## src/rtl/vend_pkg.sv

```systemverilog
// Shared types and input codes for the parametrised vending controller.
package vend_pkg;

    typedef enum logic [1:0] {
        IDLE   = 2'd0,
        ACCUM  = 2'd1,
        VEND   = 2'd2,
        REFUND = 2'd3
    } state_t;

    localparam logic [1:0] DIN_NONE   = 2'b00;
    localparam logic [1:0] DIN_A      = 2'b01;
    localparam logic [1:0] DIN_B      = 2'b10;
    localparam logic [1:0] DIN_CANCEL = 2'b11;

endpackage

```

## src/rtl/vend_edge_det.sv

```systemverilog
// Coin-slot event detector: a non-idle code counts once, only when it follows an idle cycle.
module vend_edge_det
    import vend_pkg::*;
(
    input  logic       Clk,
    input  logic       Reset,
    input  logic [1:0] Din,
    output logic       coin_a_evt,
    output logic       coin_b_evt,
    output logic       cancel_evt
);

    logic [1:0] din_q;
    logic       evt;

    // Reset value 11 blocks any level held through reset until Din returns to idle.
    always_ff @(posedge Clk or posedge Reset) begin
        if (Reset) begin
            din_q <= DIN_CANCEL;
        end else begin
            din_q <= Din;
        end
    end

    assign evt        = (Din != DIN_NONE) && (din_q == DIN_NONE);
    assign coin_a_evt = evt && (Din == DIN_A);
    assign coin_b_evt = evt && (Din == DIN_B);
    assign cancel_evt = evt && (Din == DIN_CANCEL);

endmodule

```

## src/rtl/vend_fsm_param.sv

```systemverilog
// Vending controller: accumulates coin credit, dispenses at PRICE, returns change and refunds.
//
//   state  | meaning
//   IDLE   | no credit held
//   ACCUM  | 0 < credit < PRICE
//   VEND   | one-cycle dispense, Dout_0 high
//   REFUND | one-cycle refund of held credit
module vend_fsm_param
    import vend_pkg::*;
#(
    parameter int PRICE      = 3,
    parameter int COIN_A_VAL = 1,
    parameter int COIN_B_VAL = 2,
    parameter int CNT_W      = 4
) (
    input  logic             Clk,
    input  logic             Reset,
    input  logic [1:0]       Din,
    output logic             Dout,
    output logic             Dout_0,
    output logic [CNT_W-1:0] Change,
    output logic             Change_vld,
    output logic [CNT_W-1:0] Credit
);

    localparam int MAX_COIN = (COIN_A_VAL > COIN_B_VAL) ? COIN_A_VAL : COIN_B_VAL;

    if (PRICE < 1 || COIN_A_VAL < 1 || COIN_B_VAL < 1 ||
        (1 << CNT_W) <= (PRICE - 1 + MAX_COIN)) begin : g_param_check
        $error("vend_fsm_param: illegal parameter combination");
    end

    localparam logic [CNT_W:0]   PRICE_W  = (CNT_W+1)'(PRICE);
    localparam logic [CNT_W-1:0] PRICE_N  = CNT_W'(PRICE);
    localparam logic [CNT_W:0]   COIN_A_W = (CNT_W+1)'(COIN_A_VAL);
    localparam logic [CNT_W:0]   COIN_B_W = (CNT_W+1)'(COIN_B_VAL);

    state_t           state;
    logic [CNT_W-1:0] credit;
    logic             coin_a_evt;
    logic             coin_b_evt;
    logic             cancel_evt;
    logic             coin_evt;
    logic             vend_hit;
    logic [CNT_W:0]   coin_val;
    logic [CNT_W:0]   sum;
    logic [CNT_W-1:0] excess;

    vend_edge_det u_edge_det (
        .Clk        (Clk),
        .Reset      (Reset),
        .Din        (Din),
        .coin_a_evt (coin_a_evt),
        .coin_b_evt (coin_b_evt),
        .cancel_evt (cancel_evt)
    );

    always_comb begin
        coin_val = '0;
        if (coin_a_evt) begin
            coin_val = COIN_A_W;
        end else if (coin_b_evt) begin
            coin_val = COIN_B_W;
        end
    end

    assign coin_evt = coin_a_evt | coin_b_evt;
    assign sum      = {1'b0, credit} + coin_val;
    assign vend_hit = coin_evt && (sum >= PRICE_W);
    // sum never reaches 2^CNT_W, so the narrow subtraction is exact.
    assign excess   = sum[CNT_W-1:0] - PRICE_N;
    assign Dout     = vend_hit && !Reset;
    assign Credit   = credit;

    always_ff @(posedge Clk or posedge Reset) begin
        if (Reset) begin
            state      <= IDLE;
            credit     <= '0;
            Dout_0     <= 1'b0;
            Change     <= '0;
            Change_vld <= 1'b0;
        end else begin
            Dout_0     <= 1'b0;
            Change_vld <= 1'b0;
            if (vend_hit) begin
                state  <= VEND;
                credit <= '0;
                Dout_0 <= 1'b1;
                if (excess != '0) begin
                    Change     <= excess;
                    Change_vld <= 1'b1;
                end
            end else if (coin_evt) begin
                state  <= ACCUM;
                credit <= sum[CNT_W-1:0];
            end else if (cancel_evt) begin
                if (credit != '0) begin
                    state      <= REFUND;
                    Change     <= credit;
                    Change_vld <= 1'b1;
                    credit     <= '0;
                end else begin
                    state <= IDLE;
                end
            end else if (state == VEND || state == REFUND) begin
                state <= IDLE;
            end
        end
    end

endmodule

```

## config.mk

```make
export PLATFORM = sky130hd
export DESIGN_NAME = vend_fsm_param
export DESIGN_NICKNAME = d
export VERILOG_FILES = /design/src/rtl/vend_pkg.sv /design/src/rtl/vend_edge_det.sv /design/src/rtl/vend_fsm_param.sv
export SDC_FILE = /design/constraint.sdc
export NUM_CORES = 1
export LEC_CHECK = 0
export ABC_CLOCK_PERIOD_IN_PS = 6500
export CORE_ASPECT_RATIO = 1.1
export CORE_MARGIN = 2
export CORE_UTILIZATION = 40
export DETAILED_ROUTE_END_ITERATION = 8
export PLACE_DENSITY_LB_ADDON = 0.15
export SYNTH_ARGS = -nofsm -noshare
export SYNTH_HDL_FRONTEND = slang
export SYNTH_HIERARCHICAL = 1
export SYNTH_SLANG_ARGS = --single-unit
```

## constraint.sdc

```tcl
create_clock -name Clk -period 6.5 [get_ports Clk]
set_input_delay 1.625 -clock Clk [delete_from_list [all_inputs] [get_ports Clk]]
set_output_delay 1.625 -clock Clk [all_outputs]
set_load 0.03 [all_outputs]
```

==> results.cfg, run 1 <==
[logic_synthesis]
ys_seq_elements = 12
synth-seq-area-share_pct = 41.3
synth_nets = 77
synth_area_leader_cell = dfrtp_1
synth_ff_type = dfrtp_1
yosysTopAreaCellShare_pct = 34.1
netlist_top_cells_area = dfrtp_1 (34%), dfstp_2 (7.2%), ha_1 (5.1%), mux2_2 (4.6%), nand2_1 (3.6%)
synthCells = 69
ys_warn_count = 6
synth_area_um2 = 733
synth.avg_cell_area_um2 = 10.6
ys_types = 33
synthArstFlopShare_pct = 100
synth_edf_count = 0

[outcome]
status = finished, final reports clean

[routing]
drc_errors = 0
wl_met1_um = 649
route.vias.total = 602
antenna_left = 0
wl_per_cell_um = 14.4
top_layer_used = met4
dr_wl_met3_um = 85
via_per_inst = 5.57
routed-wl-met2_um = 775
wl_um = 1550
drt_iter0_markers = 5
firstDrtPassIters = 2

[pwr]
ir_worst_vdd_mv = 0.157
total_power_mw = 0.227
powerDensity_mw_per_mm2 = 237
leakage_nw = 0.466

[placed_design]
port-buffer-count = 14
dp_hpwl_um = 1220
gp_congestion = 0.841
place_inst = 104

[critical_path]
critPathLaunchType = input pin
rr_worst_depth = 11
r2r-start = u_edge_det/din_q[1]$_DFF_PP1_
startpoint = Din[0]
end_kind = output pin
crit_type = input pin to output pin
cp.required_ps = 4880
cp_max_fo = 4
cp.arrival_ps = 4370
r2r_setup_slack_ps = 3200
r2r_end = Change[2]$_DFFE_PP0P_

[clock_tree]
ctsLongestPathBuffers = 2
clk_latency_ps = 280
cts_buffers = 3
clkSinkCount = 12
htree_num_levels = 1
path_clk_slew_ps = 70
cts_tree = done
cts-root-buf = clkbuf_4

[timing]
finClkSkew_ps = 12.2
slew_headroom_pct = 44.1
tightest_slew_ps = 827
fmax_mhz = 167
finalSetupTns_ps = 0
post-route-min-period_ps = 6000
final_max_slew_viol_count = 0
period_share_pct = 92.3
rsz0062_at_grt = false
hold_viol = 0
finalSetupViolations = 0

[worst_hold_path]
hp-start = Change[0]$_DFFE_PP0P_
min_path_cells = 1
min_to = Change[0]$_DFFE_PP0P_
hp-class = flip-flop to flip-flop

[final_layout]
nets = 99
insertedDiodeCount = 0
area_delta_synth_final_pct = 31.1
final_cell_count_no_fill = 108
nFillCells = 174
layout-drive-gt1-share_pct = 22.2
fin_util_pct = 54.5

[grt]
overflow = 0
antenna_found_initial = 0
grt_pass1_vias = 627
grt_pass1_wl_um = 2720
grt_max_degree = 11
track_usage_pct = 17.3

[floorplanning]
die_h_um = 48.9
die_width_um = 44.8
start_util_pct = 41.6
fp-row-count = 16
die_area_mm2 = 0.00219
num_io_pins = 15
coreArea_mm2 = 0.00176

[flow_run]
maxCapViolCount = 0
## sequential cells by signal, indices dropped and copies added, names as in the netlist
name	count
Credit	4
u_edge_det/din_q	2
Change_vld	1
Change	4
Dout_0	1
## repair_timing
action,in CTS,in global routing
setup buffers,0,0
gates resized for setup,0,1
endpoints found under the setup margin,0,1
hold buffers,0,0
## how the worst max path moves through the flow
stage	slack (ps)	to	depth (start not counted)
6_report	500	Dout	10
5_1_grt	300	Dout	10
4_1_cts	110	Dout	10
3_5_place_dp	140	Dout	10
3_3_place_gp	150	Dout	10
2_1_floorplan	830	Dout	7
## cell usage after synthesis, types with 2 or more instances
cell and number:
nand2_1 7, dfstp_2 2, dfrtp_1 10, ha_1 3
xnor2_1 2, inv_1 4, mux2_2 3, o21ai_0 4
nor2_2 2, nor3_1 3, a211oi_1 2, xor2_1 2
nor4b_1 2, nor2_1 2, nand3b_1 2, nor2b_1 2
## logic make-up after synthesis
family	after synthesis	share of synthesized area, %
flops	12	41.3
simple gates	25	19.5
compound gates	14	15.2
buf+inv	5	2.56
fa+ha+maj	4	7.85
xor+xnor	5	7.00
mux	4	6.65
## where the power goes
part           internal, mW  switching (mW)  total [mW]
combinational        0.0351          0.0403      0.0755
clock                0.0341          0.0260      0.0601
sequential           0.0845         0.00732      0.0918
total                 0.154          0.0736       0.227
## metrics by stage
stage | area (µm²) | worst slack [ps] | hold WS, ps
detailed placement | 922 | 138 | 496
global placement | 922 | 154 | 490
finish | 961 | 503 | 508
global route | 961 | 304 | 525
CTS | 958 | 108 | 512
floorplan | 733 | 832 | 720
## placed cells by master, fill, tap and decap left out, types with 2 or more instances in the layout
master / Yosys / final
dfrtp_1: 10 / 10
nor3_1: 3 / 3
inv_1: 4 / 4
nor4b_1: 2 / 2
clkdlybuf4s50_1: 0 / 13
nor2_1: 2 / 2
nand2_1: 7 / 7
buf_4: 0 / 4
xnor2_1: 2 / 2
a211oi_1: 2 / 2
clkbuf_4: 0 / 3
mux2_2: 3 / 3
o21ai_0: 4 / 4
ha_1: 3 / 3
xor2_1: 2 / 2
nor2b_1: 2 / 2
nor2_2: 2 / 2
nand3b_1: 2 / 2
dfstp_2: 2 / 2
## critical path, cell delays in order
cell and delay (ps):
clkdlybuf4s50_1 450, nor4b_1 310, buf_4 170, nor2b_1 220
fa_1 480, ha_1 270, a211o_1 310, a211oi_2 220
nor3_1 70, dlymetal6s2s_1 250
## cell type report
class                           count  area (µm²)  area share (%)
Multi-Input combinational cell     52         412            42.8
Sequential cell                    12         303            31.5
Timing Repair Buffer               18         173            18.0
Clock buffer                        4        36.3            3.78
Tap cell                           18        22.5            2.34
Inverter                            4        15.0            1.56
## per-layer routing
layer | global-route usage [%] | vias up
met5 | 0 | -
met4 | 11.3 | 0
met3 | 7.41 | 7
met2 | 25.1 | 13
met1 | 20.2 | 290
li1 | - | 292
No activity file was read; power rests on OpenSTA's default activity.
==> run 2: changes to the inputs <==
--- a/config.mk
+++ b/config.mk
@@ -6,11 +6,14 @@
 export NUM_CORES = 1
 export LEC_CHECK = 0
 export ABC_CLOCK_PERIOD_IN_PS = 6500
+export CELL_PAD_IN_SITES_DETAIL_PLACEMENT = 1
+export CELL_PAD_IN_SITES_GLOBAL_PLACEMENT = 2
 export CORE_ASPECT_RATIO = 1.1
 export CORE_MARGIN = 2
-export CORE_UTILIZATION = 40
+export CORE_UTILIZATION = 33
 export DETAILED_ROUTE_END_ITERATION = 8
 export PLACE_DENSITY_LB_ADDON = 0.15
+export RECOVER_POWER = 25
 export SYNTH_ARGS = -nofsm -noshare
 export SYNTH_HDL_FRONTEND = slang
 export SYNTH_HIERARCHICAL = 1
==> results.cfg, run 2 (same netlist as run 1, synthesis figures left out) <==
[clock_tree]
htree_num_levels = 1
cts_buffers = 3
clk_latency_ps = 270
clkSinkCount = 12
ctsLongestPathBuffers = 2
hold_buffers = 0
cts-root-buf = clkbuf_4
cts_setup_buffers = 0
path_clk_slew_ps = 70
cts_resized = 0
cts_tree = done

[floorplanning]
fp-row-count = 17
die_width_um = 48.9
coreArea_mm2 = 0.00206
start_util_pct = 35.5
die_h_um = 53.4
die_area_mm2 = 0.00262
num_io_pins = 15

[pwr]
powerDensity_mw_per_mm2 = 228
ir_worst_vdd_mv = 0.181
leakage_nw = 0.475

[timing]
period_share_pct = 93.6
rsz0062_at_grt = false
hold-worst-slack_ps = 510
fmax_mhz = 164
layout_setup_ws_ps = 419
post-route-min-period_ps = 6080
finalSetupTns_ps = 0
slew_headroom_pct = 40.8
finalSetupViolations = 0
finClkSkew_ps = 3.08
final_max_slew_viol_count = 0
tightest_slew_ps = 877
hold_viol = 0

[critical_path]
cp_max_fo = 4
cp.required_ps = 4880
path_depth = 10
rr_worst_depth = 11
critPathTopFamily = buffers and inverters
critPathBufInv = 3
cp.arrival_ps = 4460
end_kind = output pin
cp_slowest_cell = dlygate4sd3_1
cp_cell_sequence = dlygate4sd3_1 -> nor4b_2 -> buf_4 -> nor2b_1 -> fa_1 -> ha_1 -> a211o_1 -> a211oi_2 -> nor3_1 -> dlymetal6s2s_1
critPathLaunchType = input pin
cp_slowest_stage_delay_ps = 600
crit_type = input pin to output pin

[routing]
wl_um = 1760
wl_per_cell_um = 14.8
antenna_left = 0
firstDrtPassIters = 4
via_per_inst = 4.96
drc_errors = 0
drt_iter0_markers = 13
route.vias.total = 590

[grt]
grt_max_degree = 11
track_usage_pct = 16.3
grt_pass1_wl_um = 3120
grt_pass1_vias = 672
overflow = 0
antenna_found_initial = 0

[flow_run]
maxCapViolCount = 0

[final_layout]
area_delta_synth_final_pct = 35.5
multi_input_area_um2 = 424
register_area_um2 = 303
insertedDiodeCount = 0
nFillCells = 242
nets = 100
layout_common_cells = dfrtp_1 (10), clkdlybuf4s50_1 (10), nand2_1 (7)
layout-drive-gt1-share_pct = 25.3
fin_util_pct = 48.2

[worst_hold_path]
hp-class = flip-flop to flip-flop
min_path_cells = 1

[placed_design]
gp_congestion = 0.735
dp_hpwl_um = 1390
port-buffer-count = 14
place_ws_ps = 104

[outcome]
status = finished, final reports clean
[run 2: final timing paths]
| kind | from | endpoint | slack (ps) |
|---|---|---|---|
| min in group asynchronous | Reset | Dout_0$_DFF_PP0_ | 1830 |
| min | Change[2]$_DFFE_PP0P_ | Change[2]$_DFFE_PP0P_ | 510 |
| max | Din[0] | Dout | 420 |
| min reg2reg | Change[2]$_DFFE_PP0P_ | Change[2]$_DFFE_PP0P_ | 510 |
| max reg2reg | u_edge_det/din_q[1]$_DFF_PP1_ | Change[1]$_DFFE_PP0P_ | 3250 |
| max in group asynchronous | Reset | Change_vld$_DFF_PP0_ | 4380 |
[run 2: metrics by stage]
stage | total power [mW] | instance area (µm²) | cells
floorplan | 0.138 | 733 | 69
global placement | 0.169 | 942 | 115
detailed placement | 0.171 | 942 | 115
CTS | 0.232 | 978 | 119
global route | 0.241 | 993 | 119
finish | 0.227 | 993 | 119
[run 2: per-layer routing]
layer	global-route usage, %	up-vias	wire [µm]	part of all wire (%)
met5	0	-	0	0
met4	4.29	0	10	0.57
met3	4.52	2	49	2.8
met2	29.0	10	887	50
met1	19.4	284	810	46
li1	-	294	-	-
[run 2: cell type report]
type | count | area share, %
Timing Repair Buffer | 19 | 18.1
Clock buffer | 4 | 3.65
Inverter | 4 | 1.51
Multi-Input combinational cell | 52 | 42.7
Sequential cell | 12 | 30.5
Tap cell | 28 | 3.53
[run 2: report_power, final]
part | internal (mW) | leakage, nW | switching (mW)
clock | 0.0340 | 0.0210 | 0.0235
combinational | 0.0353 | 0.295 | 0.0414
sequential | 0.0845 | 0.159 | 0.00789
total | 0.154 | 0.475 | 0.0728
